--- config.mk ---
export PLATFORM = sky130hd
export DESIGN_NAME = upload_frame_packer
export DESIGN_NICKNAME = d
export VERILOG_FILES = /design/src/rtl/upload_frame_packer.sv
export SDC_FILE = /design/constraint.sdc
export NUM_CORES = 1
export LEC_CHECK = 0
export ABC_CLOCK_PERIOD_IN_PS = 4000
export CORE_AREA = 4 4 91 93
export CTS_BUF_LIST = sky130_fd_sc_hd__clkbuf_4 sky130_fd_sc_hd__clkbuf_8
export CTS_CLUSTER_DIAMETER = 40
export DETAILED_ROUTE_END_ITERATION = 10
export DIE_AREA = 0 0 95 97
export PLACE_DENSITY = 0.84
export REMOVE_ABC_BUFFERS = 1
export SYNTH_ARGS = -nofsm -noshare
export SYNTH_HDL_FRONTEND = slang
export SYNTH_SLANG_ARGS = --single-unit
--- constraint.sdc ---
create_clock -name clk -period 4 [get_ports clk]
set_clock_uncertainty 0.1 [all_clocks]
set_input_delay 0.8 -clock clk [delete_from_list [all_inputs] [get_ports clk]]
set_output_delay 0.8 -clock clk [all_outputs]
set_load 0.01 [all_outputs]
--- src/rtl/upload_frame_packer.sv ---
// Serialises one response frame (AA 44 CMD LENH LENL payload CHK) onto the USB upload byte port.
// Define UPLOAD_CRC8_EN to replace the modulo-sum CHK with CRC-8 (poly 0x07, init 0x00).
module upload_frame_packer #(
    parameter logic [7:0] HDR0           = 8'hAA,
    parameter logic [7:0] HDR1           = 8'h44,
    parameter int         MAX_LEN        = 1024,
    parameter int         TIMEOUT_CYCLES = 4096
) (
    input  logic        clk,
    input  logic        rst_n,
    input  logic        req_valid,
    output logic        req_ready,
    input  logic [7:0]  req_cmd,
    input  logic [15:0] req_len,
    input  logic [7:0]  pl_data,
    input  logic        pl_valid,
    output logic        pl_ready,
    input  logic        upload_afull,
    output logic [7:0]  upload_data,
    output logic        upload_valid,
    output logic        busy,
    output logic        err_trunc,
    output logic        err_timeout
);
    localparam int TMR_W = $clog2(TIMEOUT_CYCLES + 1);
    localparam int REM_W = $clog2(MAX_LEN + 1);
    localparam logic [15:0]      MAX_LEN_16 = 16'(MAX_LEN);
    localparam logic [TMR_W-1:0] TMO_FULL   = TMR_W'(TIMEOUT_CYCLES);
    localparam logic [TMR_W-1:0] TMO_LAST   = TMR_W'(TIMEOUT_CYCLES - 1);

    typedef enum logic [2:0] {
        S_IDLE, S_H0, S_H1, S_CMD, S_LENH, S_LENL, S_PAYLOAD, S_CHK
    } state_t;

    state_t           state;
    logic [7:0]       cmd_q;
    logic [15:0]      len_q;
    logic [REM_W-1:0] rem;
    logic [7:0]       chk;
    logic [TMR_W-1:0] tmr;
    logic             pad;
    logic             accept;
    logic             pl_fire;

    function automatic logic [7:0] chk_next(input logic [7:0] acc, input logic [7:0] b);
`ifdef UPLOAD_CRC8_EN
        logic [7:0] c;
        c = acc ^ b;
        for (int i = 0; i < 8; i++)
            c = c[7] ? ({c[6:0], 1'b0} ^ 8'h07) : {c[6:0], 1'b0};
        return c;
`else
        return acc + b;
`endif
    endfunction

    assign accept    = req_valid & req_ready;
    assign err_trunc = accept & (req_len > MAX_LEN_16);
    // Once padding starts the source is no longer consulted for this frame.
    assign pl_ready  = (state == S_PAYLOAD) & ~upload_afull & ~pad;
    assign pl_fire   = pl_valid & pl_ready;

    always_ff @(posedge clk or negedge rst_n) begin
        if (!rst_n) begin
            state        <= S_IDLE;
            req_ready    <= 1'b0;
            busy         <= 1'b0;
            upload_data  <= 8'h00;
            upload_valid <= 1'b0;
            err_timeout  <= 1'b0;
            cmd_q        <= 8'h00;
            len_q        <= 16'h0000;
            rem          <= '0;
            chk          <= 8'h00;
            tmr          <= '0;
            pad          <= 1'b0;
        end else begin
            upload_valid <= 1'b0;
            err_timeout  <= 1'b0;
            case (state)
                S_IDLE: begin
                    // busy stays high through the CHK byte cycle, then drops here.
                    if (accept) begin
                        state     <= S_H0;
                        req_ready <= 1'b0;
                        busy      <= 1'b1;
                        cmd_q     <= req_cmd;
                        len_q     <= (req_len > MAX_LEN_16) ? MAX_LEN_16 : req_len;
                        chk       <= 8'h00;
                        tmr       <= '0;
                        pad       <= 1'b0;
                    end else begin
                        req_ready <= 1'b1;
                        busy      <= 1'b0;
                    end
                end
                S_H0: if (!upload_afull) begin
                    upload_data  <= HDR0;
                    upload_valid <= 1'b1;
                    state        <= S_H1;
                end
                S_H1: if (!upload_afull) begin
                    upload_data  <= HDR1;
                    upload_valid <= 1'b1;
                    state        <= S_CMD;
                end
                S_CMD: if (!upload_afull) begin
                    upload_data  <= cmd_q;
                    upload_valid <= 1'b1;
                    chk          <= chk_next(chk, cmd_q);
                    state        <= S_LENH;
                end
                S_LENH: if (!upload_afull) begin
                    upload_data  <= len_q[15:8];
                    upload_valid <= 1'b1;
                    chk          <= chk_next(chk, len_q[15:8]);
                    state        <= S_LENL;
                end
                S_LENL: if (!upload_afull) begin
                    upload_data  <= len_q[7:0];
                    upload_valid <= 1'b1;
                    chk          <= chk_next(chk, len_q[7:0]);
                    rem          <= REM_W'(len_q);
                    state        <= (len_q == 16'd0) ? S_CHK : S_PAYLOAD;
                end
                S_PAYLOAD: begin
                    if (pad) begin
                        if (!upload_afull) begin
                            upload_data  <= 8'h00;
                            upload_valid <= 1'b1;
                            chk          <= chk_next(chk, 8'h00);
                            rem          <= rem - 1'b1;
                            if (rem == REM_W'(1)) state <= S_CHK;
                        end
                    end else if (pl_fire) begin
                        upload_data  <= pl_data;
                        upload_valid <= 1'b1;
                        chk          <= chk_next(chk, pl_data);
                        rem          <= rem - 1'b1;
                        tmr          <= '0;
                        if (rem == REM_W'(1)) state <= S_CHK;
                    end else if (!pl_valid && !upload_afull) begin
                        if (tmr == TMO_LAST) begin
                            tmr         <= TMO_FULL;
                            err_timeout <= 1'b1;
                            pad         <= 1'b1;
                        end else begin
                            tmr <= tmr + 1'b1;
                        end
                    end
                end
                S_CHK: if (!upload_afull) begin
                    upload_data  <= chk;
                    upload_valid <= 1'b1;
                    state        <= S_IDLE;
                end
                default: state <= S_IDLE;
            endcase
        end
    end
endmodule
Word level (Yosys, flattened, before mapping)

Cells that the tools add are included.
W data, S select, Z words.

Register bits: 72
Bits of input ports: 37
Logic and storage cells: 120
Output and inout port bits: 14

Bitwise logic cells: 7
Reductions and logical operators: 17
Multiplexer cells: 56
Add/subtract/negate cells: 6
Magnitude comparators: 1
Equality and inequality tests: 21

Operators by type and width:

| kind                    | number |
|---|---|
| $mux W8                 | 15 |
| $mux W13                | 5 |
| $pmux W8 S7             | 1 |
| $mux W11                | 4 |
| $pmux W8 S5             | 1 |
| $mux W3                 | 11 |
| $add A8 B8 Y8           | 4 |
| $pmux W13 S2            | 1 |
| $pmux W3 S8             | 1 |
| $pmux W11 S2            | 1 |
| $ne A2 B2 Y1 const B    | 9 |
| $reduce_and A9 Y1       | 2 |
| $gt A16 B11 Y1 const B  | 1 |
| $logic_not A16 Y1       | 1 |
| $mux W16                | 1 |
| $add A13 B1 Y13 const B | 1 |
| $eq A13 B12 Y1 const B  | 1 |
| $mux W1                 | 13 |
| $eq A3 B3 Y1 const B    | 4 |
| $eq A11 B1 Y1 const B   | 1 |
| $sub A11 B1 Y11 const B | 1 |
| $reduce_and A4 Y1       | 2 |
| $reduce_and A7 Y1       | 1 |
| $reduce_bool A7 Y1      | 1 |
| other kinds (14)        | 25 |

Longest topological paths before layout

Depth after elaboration: 7
Depth in mapped cells: 13
Mapped depth without buffers: 11

Worst setup path after synthesis

No wires, ideal clock.

Path kind: reg-to-reg
From: reg state[1]
To: reg chk[6]
Library setup time: 0.110 ns
Arrival time: 2.841 ns
Data required time: 3.790 ns
Stages on the path, launching flop included: 14
Setup slack: 0.948 ns
Clock period less this slack: 3.052 ns
Buffers on the path: 3
Cell sequence: dfrtp_1 -> buf_2 -> buf_1 -> clkbuf_1 -> o21ai_0 -> a31oi_1 -> ha_1 -> inv_1 -> fa_1 -> nand2b_1 -> a21oi_1 -> o21a_1 -> nor3_1 -> o41ai_1

Longest elaborated chain between the ends: 6
Elaborated cells between the ends (all ways): 17
Classes of those cells: eq/ne (10); mux (1); bitwise (3); reduce/logical (3)

RTL lines:

| item                        | RTL line | source |
|---|---|---|
| from (decl)                 | 35       | `state_t state;` |
| from (signal assigned)      | 124      | `state <= (len_q == 16'd0) ? S_CHK : S_PAYLOAD;` |
| $eq A3 B3 Y1                | 60, 80   |  |
| $and A1 B1 Y1 (2 in series) | 60       | `assign pl_ready = (state == S_PAYLOAD) & ~upload_afull & ~pad;` |
| $and A1 B1 Y1               | 61       | `assign pl_fire = pl_valid & pl_ready;` |
| $ne A2 B2 Y1 (no line)      | --       |  |
| $reduce_and A7 Y1 (no line) | --       |  |
| to (signal assigned)        | 110      | `chk <= chk_next(chk, cmd_q);` |
| to (signal assigned)        | 116      | `chk <= chk_next(chk, len_q[15:8]);` |
| to (signal assigned)        | 122      | `chk <= chk_next(chk, len_q[7:0]);` |
| to (decl)                   | 39       | `logic [7:0] chk;` |

Several ways; a longest one is shown, not always the timed one.
A chain may end at the register's enable or synchronous reset.

Final worst setup path

From: in req_len[0]
To: out err_trunc

Longest elaborated chain between the ends: 2

RTL lines:

| item           | RTL line | source |
|---|---|---|
| from (decl)    | 14       | `input logic [15:0] req_len,` |
| $gt A16 B11 Y1 | 58       | `assign err_trunc = accept & (req_len > MAX_LEN_16);` |
| $and A1 B1 Y1  | 58       |  |
| to (decl)      | 22       | `output logic err_trunc,` |

No other way between the ends.

==> impl_metrics.csv <==
group,metric,value,unit
timing,finalHoldViolCount,0,
grt,grt_pass1_wl,17200,µm
die,start_util,55.5,%
final_layout,nNetsFinal,564,
critical_path,max_stage_delay,0.48,ns
grt,grt_pass1_vias,3649,
clock_tree,cts_num_sinks,72,
clock_tree,cts_resized,0,
pwr,intPower,2110,µW
pwr,powerDensity,711,nW/µm²
clock_tree,cts_max_level,3,
synth,ys.flop_type,"dfrtp_1",
final_layout,multi_input_area,2220,µm²
critical_path,path_cells,"clkdlybuf4s50_1 > nor4_1 > nand3_1 > a21oi_1 > nor2_1 > clkdlybuf4s50_1",
synth,postSynthCellCount,470,
final_layout,area_delta_synth_final,20.2,%
routing,vias_per_cell,6.13,
die,fp.dieH,97,µm
die,fp.dieW,95,µm
timing,period_needed,3.54,ns
clock_tree,clkLatencyLatePin,0.36,ns
die,ios,51,
clock_tree,cts_tree,"done",
die,dieArea,9220,µm²
routing,met1Wirelength,4460,µm
die,core-area,7530,µm²
critical_path,r2r_setup_slack,0.85,ns
routing,drc_errors,0,
timing,slew_headroom,19.3,%
clock_tree,path_clk_slew,0.08,ns
grt,grt.overflow.total,0,
final_layout,drive_above_1_share,8.64,%
timing,rsz0062_at_grt,"false",
routing,drt-total-wl,10300,µm
timing,slew_viol_final,0,
status,status,"complete, no violations",
final_layout,fill_cells,619,
critical_path,crit_cells,6,
pwr,total_power,3570,µW
routing,top_layer_used,"met4",
critical_path,cp.required,3.10,ns
critical_path,cp.arrival,2.64,ns
critical_path,r2r-end,"chk[6]$_DFFE_PN0P_",
min_path,hold_end,"tmr[9]$_DFFE_PN0P_",
timing,worstMarginPinSlew,1.21,ns
place,io_buffers,50,
final_layout,seq_area,1800,µm²
place,place_ws,0.473,ns
critical_path,r2r_start,"state[0]$_DFFE_PN0P_",
final_layout,post-route-util,66.7,%
timing,setup_viol,0,
routing,num_vias,3820,
synth,async_reset_ff_share,100,%
critical_path,cp_slowest_cell,"clkdlybuf4s50_1",
clock_tree,cts_buffers,9,
synth,synth_edf_count,0,
place,dp_hpwl,7240,µm
pwr,ir_drop,0.395,mV
pwr,combPwrFrac,48.6,%
clock_tree,post_cts_buffers,0,
pwr,seqPwrFrac,31.7,%
min_path,hold_path_class,"flop to flop",
critical_path,cp_num_buf_inv,2,
synth,synth_area_per_cell,8.89,µm²
synth,synth_cell_type_count,60,
place,gp_congestion,0.870,
pwr,p_sw_share,40.9,%
routing,ant_nets,0,
routing,wl_per_cell,16.5,µm
grt,antenna_found_initial,0,
timing,fmax,282,MHz
die,rows,32,
synth,synth_area,4180,µm²
clock_tree,clock_path_buffers,2,
flow_run,maxCapViolCount,0,
routing,wl_met3,764,µm
pwr,p_leak,0.00212,µW
synth,synth-seq-area-share,43.1,%
timing,period_share,88.6,%
clock_tree,cts_root_buffer,"clkbuf_8",
routing,drt-pass1-iter-count,5,
grt,grt_util_all_layers,23.6,%
timing,layout_setup_ws,0.456,ns
pwr,clkPwrFrac,19.8,%
critical_path,crit_path_max_fanout,2,
synth,ys_seq_elements,72,
min_path,hp-start,"tmr[9]$_DFFE_PN0P_",
min_path,hold_path_depth,1,
critical_path,worstSetupPathType,"primary input to output port",
timing,hold-worst-slack,0.390,ns
synth,yosys_warnings,0,
critical_path,rr_worst_depth,12,
pwr,power_switching,1460,µW
clock_tree,cts_hold_buf,0,
critical_path,startpoint_type,"primary input",
critical_path,end_kind,"output port",
final_layout,n_antenna_cell,0,
routing,wl_met2,4780,µm
grt,grt_max_degree,38,
critical_path,crit_top_cell,"clkdlybuf4s50_1",
routing,drtIter0Drc,278,
timing,setup-tns-final,0,ns
critical_path,critPathTopFamily,"buffers and inverters",
==> sequential cells by signal (all words and copies together), names as in the netlist, 3 cells and up <==
register     cells
len_q           16
tmr             13
rem             11
chk              8
cmd_q            8
upload_data      8
state            3
==> area by class of cell <==
cell class	count	share of cell area [%]
Tap cell	102	2.54
Clock inverter	6	2.14
Inverter	13	0.971
Sequential cell	72	35.9
Clock buffer	10	2.62
Multi-Input combinational cell	359	44.1
Timing Repair Buffer	61	11.8
==> worst max path at each step <==
stage               slack, ns                  from            endpoint
global placement         0.52            req_len[4]           err_trunc
detailed placement       0.47            req_len[0]           err_trunc
floorplan                0.76  state[2]$_DFFE_PN0P_  chk[6]$_DFFE_PN0P_
CTS                      0.47            req_len[0]           err_trunc
global route             0.38            req_len[0]           err_trunc
finish                   0.46            req_len[0]           err_trunc
==> cells in the final DEF (no fill, tap or decap), types with 5 or more instances in the layout <==
master and count:
nand3_1 16, a211oi_1 5, o31ai_1 6, inv_1 13, a22o_1 11, ha_1 10, clkbuf_8 9, mux2_2 13
clkdlybuf4s50_1 49, nor3_1 12, a22oi_1 7, nor4_1 8, nand2_1 48, dfrtp_1 72, a21oi_1 29, buf_4 10
o21a_1 5, o21ai_0 50, a31oi_1 9, and3_1 5, mux2i_1 8, nor2_1 49, nand2b_1 7, and2_1 6
==> routing by layer <==
layer	up-vias	global-route usage (%)
met5	-	0
met4	0	9.77
met3	20	4.59
met2	171	36.3
met1	1821	32.4
li1	1808	-
==> power by group through the flow <==
stage	Sequential, µW	Combinational [µW]	Clock (µW)
detailed placement	1140	1710	0
floorplan	1190	1080	0
CTS	1130	1720	707
finish	1130	1740	706
global placement	1120	1650	0
global route	1160	1940	744
==> through the flow <==
stage | instance area, µm² | std cells
floorplan | 4070 | 444
global placement | 4780 | 607
detailed placement | 4780 | 607
CTS | 5020 | 623
global route | 5020 | 623
finish | 5020 | 623
==> cell families after synthesis <==
group                    share of synthesized area [%]
AND/OR/NAND/NOR                                   20.0
AO/OA/AOI/OAI                                     22.8
flip-flops                                        43.1
buffers and inverters                             3.86
multiplexers                                      5.42
adder cells (fa/ha/maj)                           3.47
XOR/XNOR                                          1.26
==> synth_stat cells, types with 8 or more instances <==
cell	instances	share of area (%)
mux2_2	13	3.5
nor3_1	12	1.4
mux2i_1	8	1.9
buf_2	12	1.4
nand2_1	48	4.3
nor2_1	49	4.4
a21oi_1	29	3.5
clkbuf_1	12	1.1
nor4_1	8	1.2
a22o_1	11	2.3
a31oi_1	9	1.3
nand3_1	16	1.9
ha_1	10	3.0
inv_1	13	1.2
dfrtp_1	72	43
o21ai_0	50	6.0
==> worst register-to-register path, delay by kind of cell (launching register included) <==
| family | cells | cell delay [ns] |
|---|---|---|
| buffers and inverters | 3 | 0.47 |
| and+or+nand+nor | 3 | 0.34 |
| DFF | 1 | 0.71 |
| adders and majority gates | 1 | 0.43 |
| AOI/OAI and AO/OA | 5 | 1.00 |
Power figures use the tool's default switching activity.
